`config.mk`:
```
export PLATFORM = sky130hd
export DESIGN_NAME = fifo_read_prefetch
export DESIGN_NICKNAME = d
export VERILOG_FILES = /design/src/rtl/fifo_pkg.sv /design/src/rtl/fifo_read_prefetch_skid_buffer2.sv /design/src/rtl/fifo_read_prefetch.sv
export SDC_FILE = /design/constraint.sdc
export NUM_CORES = 1
export LEC_CHECK = 0
export ABC_CLOCK_PERIOD_IN_PS = 3500
export BUFFER_PORTS_ARGS = -buffer_cell sky130_fd_sc_hd__clkbuf_2
export CELL_PAD_IN_SITES_DETAIL_PLACEMENT = 1
export CELL_PAD_IN_SITES_GLOBAL_PLACEMENT = 2
export CORE_MARGIN = 1.5
export CORE_UTILIZATION = 33
export DETAILED_ROUTE_END_ITERATION = 8
export GPL_ROUTABILITY_DRIVEN = 0
export GPL_TIMING_DRIVEN = 0
export PLACE_DENSITY = 0.91
export SLEW_MARGIN = 0
export SYNTH_ARGS = -nofsm -noshare
export SYNTH_HDL_FRONTEND = slang
export SYNTH_SLANG_ARGS = --single-unit
export TNS_END_PERCENT = 100
```
`constraint.sdc`:
```
create_clock -name clk -period 3.5 [get_ports clk]
set_input_delay 0.175 -clock clk [delete_from_list [all_inputs] [get_ports clk]]
set_output_delay 0.175 -clock clk [all_outputs]
set_load 0.005 [all_outputs]
```
`src/rtl/fifo_pkg.sv`:
```
// Shared FIFO definitions for the read-side prefetcher and the write-side controller.
package fifo_pkg;

  localparam int FIFO_DSIZE = 8;
  localparam int FIFO_ASIZE = 4;
  localparam int OBUF_DEPTH = 2;

  typedef logic [FIFO_ASIZE:0] ptr_t;

  // Occupancy seen between two binary pointers; modulo arithmetic handles wrap.
  function automatic ptr_t ptr_diff(input ptr_t wptr, input ptr_t rptr);
    return wptr - rptr;
  endfunction

endpackage

```
`src/rtl/fifo_read_prefetch_skid_buffer2.sv`:
```
// Two-entry output buffer that absorbs the registered RAM read latency.
// Head word is always in r_head; r_tail only holds the second word.
module skid_buffer2
  import fifo_pkg::*;
#(
  parameter int DSIZE = FIFO_DSIZE
) (
  input  logic             clk,
  input  logic             rst,
  input  logic             push,
  input  logic [DSIZE-1:0] push_data,
  input  logic             pop,
  output logic [1:0]       count,
  output logic [DSIZE-1:0] head_data
);

  localparam logic [1:0] FULL_CNT = 2'(OBUF_DEPTH);

  logic [DSIZE-1:0] r_head;
  logic [DSIZE-1:0] r_tail;
  logic [1:0]       r_count;

  // Storage and occupancy update; simultaneous push/pop keeps the count.
  always_ff @(posedge clk) begin
    if (rst) begin
      r_head  <= '0;
      r_tail  <= '0;
      r_count <= '0;
    end else begin
      case ({push, pop})
        2'b10: begin
          if (r_count == 2'd0) r_head <= push_data;
          else                 r_tail <= push_data;
          r_count <= r_count + 2'd1;
        end
        2'b01: begin
          r_head  <= r_tail;
          r_count <= r_count - 2'd1;
        end
        2'b11: begin
          if (r_count == FULL_CNT) begin
            r_head <= r_tail;
            r_tail <= push_data;
          end else begin
            r_head <= push_data;
          end
        end
        default: ;
      endcase
    end
  end

  assign count     = r_count;
  assign head_data = r_head;

  a_no_push_full: assert property (@(posedge clk) disable iff (rst)
    !(push && (r_count == FULL_CNT)));
  a_no_pop_empty: assert property (@(posedge clk) disable iff (rst)
    !(pop && (r_count == 2'd0)));

endmodule

```
`src/rtl/fifo_read_prefetch.sv`:
```
// Read-side FIFO controller: issues registered RAM reads ahead of demand and
// presents a first-word-fall-through valid/ready stream.
module fifo_read_prefetch
  import fifo_pkg::*;
#(
  parameter int DSIZE = FIFO_DSIZE,
  parameter int ASIZE = FIFO_ASIZE
) (
  input  logic             clk,
  input  logic             rst,
  input  logic [ASIZE:0]   wptr,
  output logic [ASIZE:0]   rptr,
  output logic             ram_rclken,
  output logic [ASIZE-1:0] ram_raddr,
  input  logic [DSIZE-1:0] ram_rdata,
  output logic             o_valid,
  input  logic             o_ready,
  output logic [DSIZE-1:0] o_data,
  output logic             o_empty
);

  localparam logic [ASIZE:0] PTR_ONE = (ASIZE+1)'(1);
  localparam logic [ASIZE:0] DEPTH_P = (ASIZE+1)'(1 << ASIZE);
  localparam logic [2:0]     OBUF_P  = 3'(OBUF_DEPTH);

  logic [ASIZE:0] r_rptr;
  logic           r_inflight;
  logic [1:0]     w_count;
  logic [2:0]     w_occ;
  logic           w_avail;
  logic           w_pop;
  logic           w_issue;

  assign w_avail = (wptr != r_rptr);
  assign w_pop   = o_valid & o_ready;
  // Words that will occupy the buffer after this edge, including the one in flight.
  assign w_occ   = {1'b0, w_count} + {2'b00, r_inflight} - {2'b00, w_pop};
  assign w_issue = w_avail & (w_occ < OBUF_P) & ~rst;

  // Read pointer advances on issue; the RAM captures the address at the same edge.
  always_ff @(posedge clk) begin
    if (rst) begin
      r_rptr     <= '0;
      r_inflight <= 1'b0;
    end else begin
      r_inflight <= w_issue;
      if (w_issue) r_rptr <= r_rptr + PTR_ONE;
    end
  end

  skid_buffer2 #(.DSIZE(DSIZE)) u_obuf (
    .clk       (clk),
    .rst       (rst),
    .push      (r_inflight),
    .push_data (ram_rdata),
    .pop       (w_pop),
    .count     (w_count),
    .head_data (o_data)
  );

  assign rptr       = r_rptr;
  assign ram_rclken = w_issue;
  assign ram_raddr  = r_rptr[ASIZE-1:0];
  assign o_valid    = (w_count != 2'd0);
  assign o_empty    = (w_count == 2'd0) & ~r_inflight & ~w_avail;

  a_wptr_legal: assert property (@(posedge clk) disable iff (rst)
    ((wptr - r_rptr) <= DEPTH_P));

endmodule
```
## Word-level counts from Yosys, hierarchy flattened

Cells that the tools add are included.

- Logic and storage cells: 41
- Input port bits: 16
- Register bits after elaboration: 24

- Equal/unequal tests: 8
- Magnitude comparators: 1
- Muxes and demuxes: 7
- Reductions and logical operators: 7
- Bitwise operators: 8
- $add $sub $neg: 5

Operator list:

| kind | count |
|---|---|
| 8-bit two-way mux | 4 |
| 8-bit one-hot mux with 3 select lines | 1 |
| 8-bit one-hot mux with 2 select lines | 1 |
| 2-bit == test (second input constant) | 3 |
| 2-bit nonzero test | 3 |
| 5-bit by 1-bit adder with 5-bit output (second input constant) | 1 |
| 1-bit bitwise AND | 5 |
| 5-bit != test | 1 |
| 2-bit != test (second input constant) | 2 |
| 2-bit one-hot mux with 2 select lines | 1 |
| 2-bit by 1-bit adder with 3-bit output | 1 |
| 3-bit by 2-bit less-than comparator with 1-bit output (second input constant) | 1 |
| 1-bit NOT | 3 |
| 3-bit AND reduction | 1 |
| 3-bit nonzero test | 1 |
| 3-bit by 1-bit subtractor with 3-bit output | 1 |
| 2-bit by 1-bit adder with 2-bit output (second input constant) | 1 |
| 2-bit by 1-bit == test with 1-bit output (second input constant) | 1 |
| 2-bit logical NOT | 1 |
| 2-bit by 1-bit != test with 1-bit output (second input constant) | 1 |
| 2-bit AND reduction | 1 |
| 2-bit by 1-bit subtractor with 2-bit output (second input constant) | 1 |

## Logic depth before layout (Yosys ltp)

- Depth after elaboration: 6
- Gate-level depth with buffers: 8
- Gate-level depth less buffers: 8

## Modules after synthesis

From an unflattened synthesis, not the netlist that was laid out.

- Cells, all modules: 162
- Area, all modules: 1,422.6 um^2

Modules (own cells, without submodules):

| module | seq. area each (um^2) | instances | cells each | area an instance (um^2) |
|---|---|---|---|---|
| skid_buffer2 | 360.3 | 1 | 109 | 952.2 |
| fifo_read_prefetch | 120.1 | 1 | 53 | 470.5 |

## Worst setup path before layout

No wires, ideal clock.

- Kind: register -> register
- From: reg u_obuf.r_count[1], in the netlist u_obuf.count[1]
- To: reg r_rptr[0], in the netlist rptr[0]
- Arrival: 2.037 ns
- Stages on the path, launching flop included: 9
- Required time: 3.379 ns
- Setup slack: 1.343 ns
- Setup time: 0.121 ns
- Buffers on the path: 0
- Cell sequence: dfxtp_1 -> nand2_1 -> mux2i_1 -> nand2_1 -> fa_1 -> xnor2_1 -> nand2_1 -> a21oi_1 -> mux2_2

- Word-level cells in the longest chain between the ends: 6
- Elaborated cells between the ends (all ways): 7

RTL lines:

| element | RTL line | source |
|---|---|---|
| start: declaration | fifo_read_prefetch_skid_buffer2.sv:21 | `logic [1:0] r_count;` |
| start signal: assignment | fifo_read_prefetch_skid_buffer2.sv:34 | `r_count <= r_count + 2'd1;` |
| start signal: assignment | fifo_read_prefetch_skid_buffer2.sv:38 | `r_count <= r_count - 2'd1;` |
| branches (longest 2 deep; another with 2-bit by 1-bit adder with 3-bit output) | n/a |  |
| 3-bit by 1-bit subtractor with 3-bit output * | fifo_read_prefetch.sv:37 | `assign w_occ = {1'b0, w_count} + {2'b00, r_inflight} - {2'b00, w_pop};` |
| 3-bit by 2-bit less-than comparator with 1-bit output * | fifo_read_prefetch.sv:38 | `assign w_issue = w_avail & (w_occ < OBUF_P) & ~rst;` |
| 1-bit bitwise AND * (2 in series) | fifo_read_prefetch.sv:38 |  |
| end signal: assignment | fifo_read_prefetch.sv:47 | `if (w_issue) r_rptr <= r_rptr + PTR_ONE;` |
| end: declaration | fifo_read_prefetch.sv:26 | `logic [ASIZE:0] r_rptr;` |

Every way passes the cells marked *.
A chain may end at the register's enable or synchronous reset.

## Worst setup path after layout

- From: reg u_obuf.r_count[1], in the netlist u_obuf.count[1]
- To: out ram_rclken

- Word-level cells in the longest chain between the ends: 6
- Elaborated cells between the ends (all ways): 7

RTL lines:

| element | RTL line | source |
|---|---|---|
| branches (longest 2 deep; another with 2-bit by 1-bit adder with 3-bit output) | n/a |  |
| 3-bit by 1-bit subtractor with 3-bit output * | fifo_read_prefetch.sv:37 |  |
| 3-bit by 2-bit less-than comparator with 1-bit output * | fifo_read_prefetch.sv:38 |  |
| 1-bit bitwise AND * (2 in series) | fifo_read_prefetch.sv:38 |  |
| end: declaration | fifo_read_prefetch.sv:13 | `output logic ram_rclken,` |

Marked as above.

==> run_results.csv <==
group,metric,value,unit
status,status,"finished clean",
place,portBuffers,35,
yosys,synth-seq-area-share,0.381,
global_route,antenna_found_initial,0,
timing,finalCritPeriodShare,0.771,
setup_path,startpoint,"u_obuf.count[1]",
floorplanning,core-area,3660,um2
floorplanning,row_count,22,
yosys,ys_async_sr_fraction,0,
flow_run,maxCapViolCount,0,
clocking,cts_tree,"done",
place,place_ws,1.08,ns
setup_path,reg2reg_depth,8,
detailed_routing,firstDrtPassIters,3,
setup_path,crit_path_end_kind,"output pin",
power_and_ir_drop,p_sw,0.000241,W
global_route,grt_pass1_wl,4820,um
clocking,cts_inserted_buffers,3,
timing,clock.fmax,370,MHz
global_route,grt_start_max_net_pins,14,
clocking,clk_pin_slew,0.08,ns
timing,setup_viol,0,
yosys,synth_cell_types,30,
setup_path,worst_setup_path_start_kind,"flop",
clocking,post-cts-setup-buffer-count,0,
power_and_ir_drop,intPower,0.000534,W
yosys,syn_area,1260,um2
final_layout,area_delta_synth_final,23.0,%
global_route,grt_pass1_vias,1066,
timing,finalClockSkew,0.00162,ns
global_route,grt-ovfl-total,0,
detailed_routing,routed.top_layer,"met4",
floorplanning,die_area,4200,um2
floorplanning,initial_core_util,0.344,
setup_path,cp-endpoint,"ram_rclken",
yosys,synth_top_flop_cell,"dfxtp_1",
yosys,netlist_instances,128,
clocking,cts_sinks,24,
timing,setup_slack,0.800,ns
final_layout,num_antenna_cells,0,
detailed_routing,vias,1041,
setup_path,regToRegStartpoint,"u_obuf.count[1]",
setup_path,reg2reg_slack,1.08,ns
floorplanning,die_h,64.8,um
place,dp_hpwl,2210,um
detailed_routing,wirelength,2810,um
setup_path,cp_max_fo,7,
clocking,holdBufCountCts,0,
yosys,synth_edf_count,0,
final_layout,nets,186,
clocking,htree_levels,1,
power_and_ir_drop,clkPwrFrac,0.237,
detailed_routing,wl_per_cell,13.0,um
detailed_routing,drtIter0Drc,15,
timing,rsz0062_at_grt,"no",
clocking,cts_max_path_buffers,2,
clocking,cts.root.buffer_cell,"clkbuf_8",
detailed_routing,antenna_left,0,
power_and_ir_drop,swShare,0.311,
setup_path,arrival,2.53,ns
yosys,ys_warn_count,0,
yosys,synth_seq_cells,24,
detailed_routing,drc,0,
power_and_ir_drop,p_leak,0.783,nW
power_and_ir_drop,power_frac_seq,0.441,
setup_path,crit_type,"reg -> out",
yosys,avgSynthCellArea,9.85,um2
power_and_ir_drop,powerDensity,500,nW/um2
setup_path,rr_endpoint,"rptr[0]",
timing,drv_slew,0,
timing,setup_tns,0,ns
clocking,cts-resized-gates,0,
detailed_routing,via_per_inst,4.84,
setup_path,crit_required,3.32,ns
floorplanning,die_w,64.8,um
detailed_routing,wl_met2,1420,um
timing,fin_crit,2.70,ns
clocking,clk_latency,0.26,ns
detailed_routing,met3_length,120,um
power_and_ir_drop,comb_power_share,0.321,
detailed_routing,met1Wirelength,1230,um
floorplanning,boundaryPins,36,
timing,relSlewSlack,0.546,
final_layout,drive_gt1_frac,0.371,
timing,finalHoldViolations,0,
power_and_ir_drop,vdd_ir_drop_max,0.179,mV
global_route,grt_usage,0.149,
yosys,synth_nets,146,
timing,worst_pin_slew,0.681,ns
hold_path,hp-class,"in -> reg",
==> metrics by stage <==
stage	instance area (um2)	utilization	total power, W	std cells	hold WS (ns)
floorplan	1260	-	0.000517	128	0.319
global placement	1500	0.409	0.000590	211	0.426
detailed placement	1500	0.409	0.000603	211	0.437
CTS	1550	0.424	0.000791	215	0.159
global route	1550	0.424	0.000833	215	0.170
finish	1550	0.424	0.000776	215	0.163
==> worst min path at each step <==
stage | slack [ns] | end | cells after the start | startpoint
4_1_cts | 0.16 | u_obuf.r_tail[1] | 3 | ram_rdata[1]
3_5_place_dp | 0.44 | u_obuf.r_tail[1] | 3 | ram_rdata[1]
6_report | 0.16 | u_obuf.r_tail[4] | 3 | ram_rdata[4]
5_1_grt | 0.17 | u_obuf.r_tail[0] | 3 | ram_rdata[0]
3_3_place_gp | 0.43 | u_obuf.r_tail[7] | 3 | ram_rdata[7]
2_1_floorplan | 0.32 | u_obuf.r_tail[0] | 2 | ram_rdata[0]
==> critical path, stage by stage (launching register included) <==
cell,delay (ns)
dfxtp_1,0.47
nand2_1,0.12
mux2i_1,0.23
nand2_1,0.11
fa_1,0.40
xnor2_1,0.21
nand2_1,0.12
a21oi_1,0.29
nor2b_1,0.19
clkbuf_2,0.13
==> final cells by class <==
cell class	instances	area, um2
Buffer	10	71.3
Multi-Input combinational cell	92	702
Fill cell	447	2110
Inverter	2	7.51
Clock buffer	4	55.1
Sequential cell	24	480
Timing Repair Buffer	35	175
Tap cell	48	60.1
==> sequential cells by signal, indices dropped and copies added, names as in the netlist <==
register / count
u_obuf.count: 2
rptr: 5
u_obuf.head_data: 8
u_obuf.r_tail: 8
r_inflight: 1
==> cells by family after synthesis <==
| group | after synthesis | share of synthesized area |
|---|---|---|
| adder cells (fa/ha/maj) | 2 | 0.0258 |
| AND/OR/NAND/NOR | 44 | 0.168 |
| flip-flops | 24 | 0.381 |
| buffers and inverters | 12 | 0.0625 |
| XOR/XNOR | 7 | 0.0486 |
| AO/OA/AOI/OAI | 16 | 0.124 |
| multiplexers | 23 | 0.190 |
==> power groups by stage <==
stage | Combinational [W] | Clock, W | Sequential (W)
finish | 0.000249 | 0.000184 | 0.000342
floorplan | 0.000173 | 0 | 0.000344
CTS | 0.000255 | 0.000193 | 0.000343
global placement | 0.000244 | 0 | 0.000346
detailed placement | 0.000254 | 0 | 0.000349
global route | 0.000276 | 0.000210 | 0.000348
==> layout by cell type, fill, tap and decap left out <==
cell type / count
nand3_1: 3
dfxtp_1: 24
or2_1: 1
buf_6: 1
mux2_4: 1
o21ai_0: 1
xor2_1: 5
buf_8: 1
xnor2_1: 2
ha_1: 1
clkbuf_8: 4
nor3_2: 1
and4_2: 1
nor3_1: 1
fa_1: 1
mux2i_1: 18
nand2b_1: 2
nand3_2: 1
buf_1: 1
nor2_1: 23
a211oi_1: 2
clkbuf_2: 35
mux2_2: 4
a2111oi_0: 1
inv_1: 2
a211oi_2: 8
nor2b_1: 6
nand2_1: 5
a21oi_1: 3
clkbuf_1: 3
buf_4: 4
o211ai_2: 1
==> layer usage <==
| metal | GRT usage | vias to the layer above |
|---|---|---|
| met3 | 0.0295 | 4 |
| met2 | 0.281 | 31 |
| met1 | 0.165 | 494 |
| li1 | - | 512 |
| met5 | 0 | - |
| met4 | 0.0479 | 0 |
==> synth_stat cells, types with 2 or more instances <==
cell type	n	area share
nand2_1	5	0.015
mux2i_1	18	0.14
nand3_1	3	0.012
buf_4	4	0.024
a21oi_1	3	0.012
inv_1	2	0.0060
xor2_1	5	0.035
dfxtp_1	24	0.38
a211oi_2	8	0.079
nand2b_1	2	0.0099
xnor2_1	2	0.014
nor2_1	23	0.068
mux2_2	4	0.036
a211oi_1	2	0.012
clkbuf_1	3	0.0089
nor2b_1	6	0.030
Note: power is estimated with default switching activity, not from simulation.
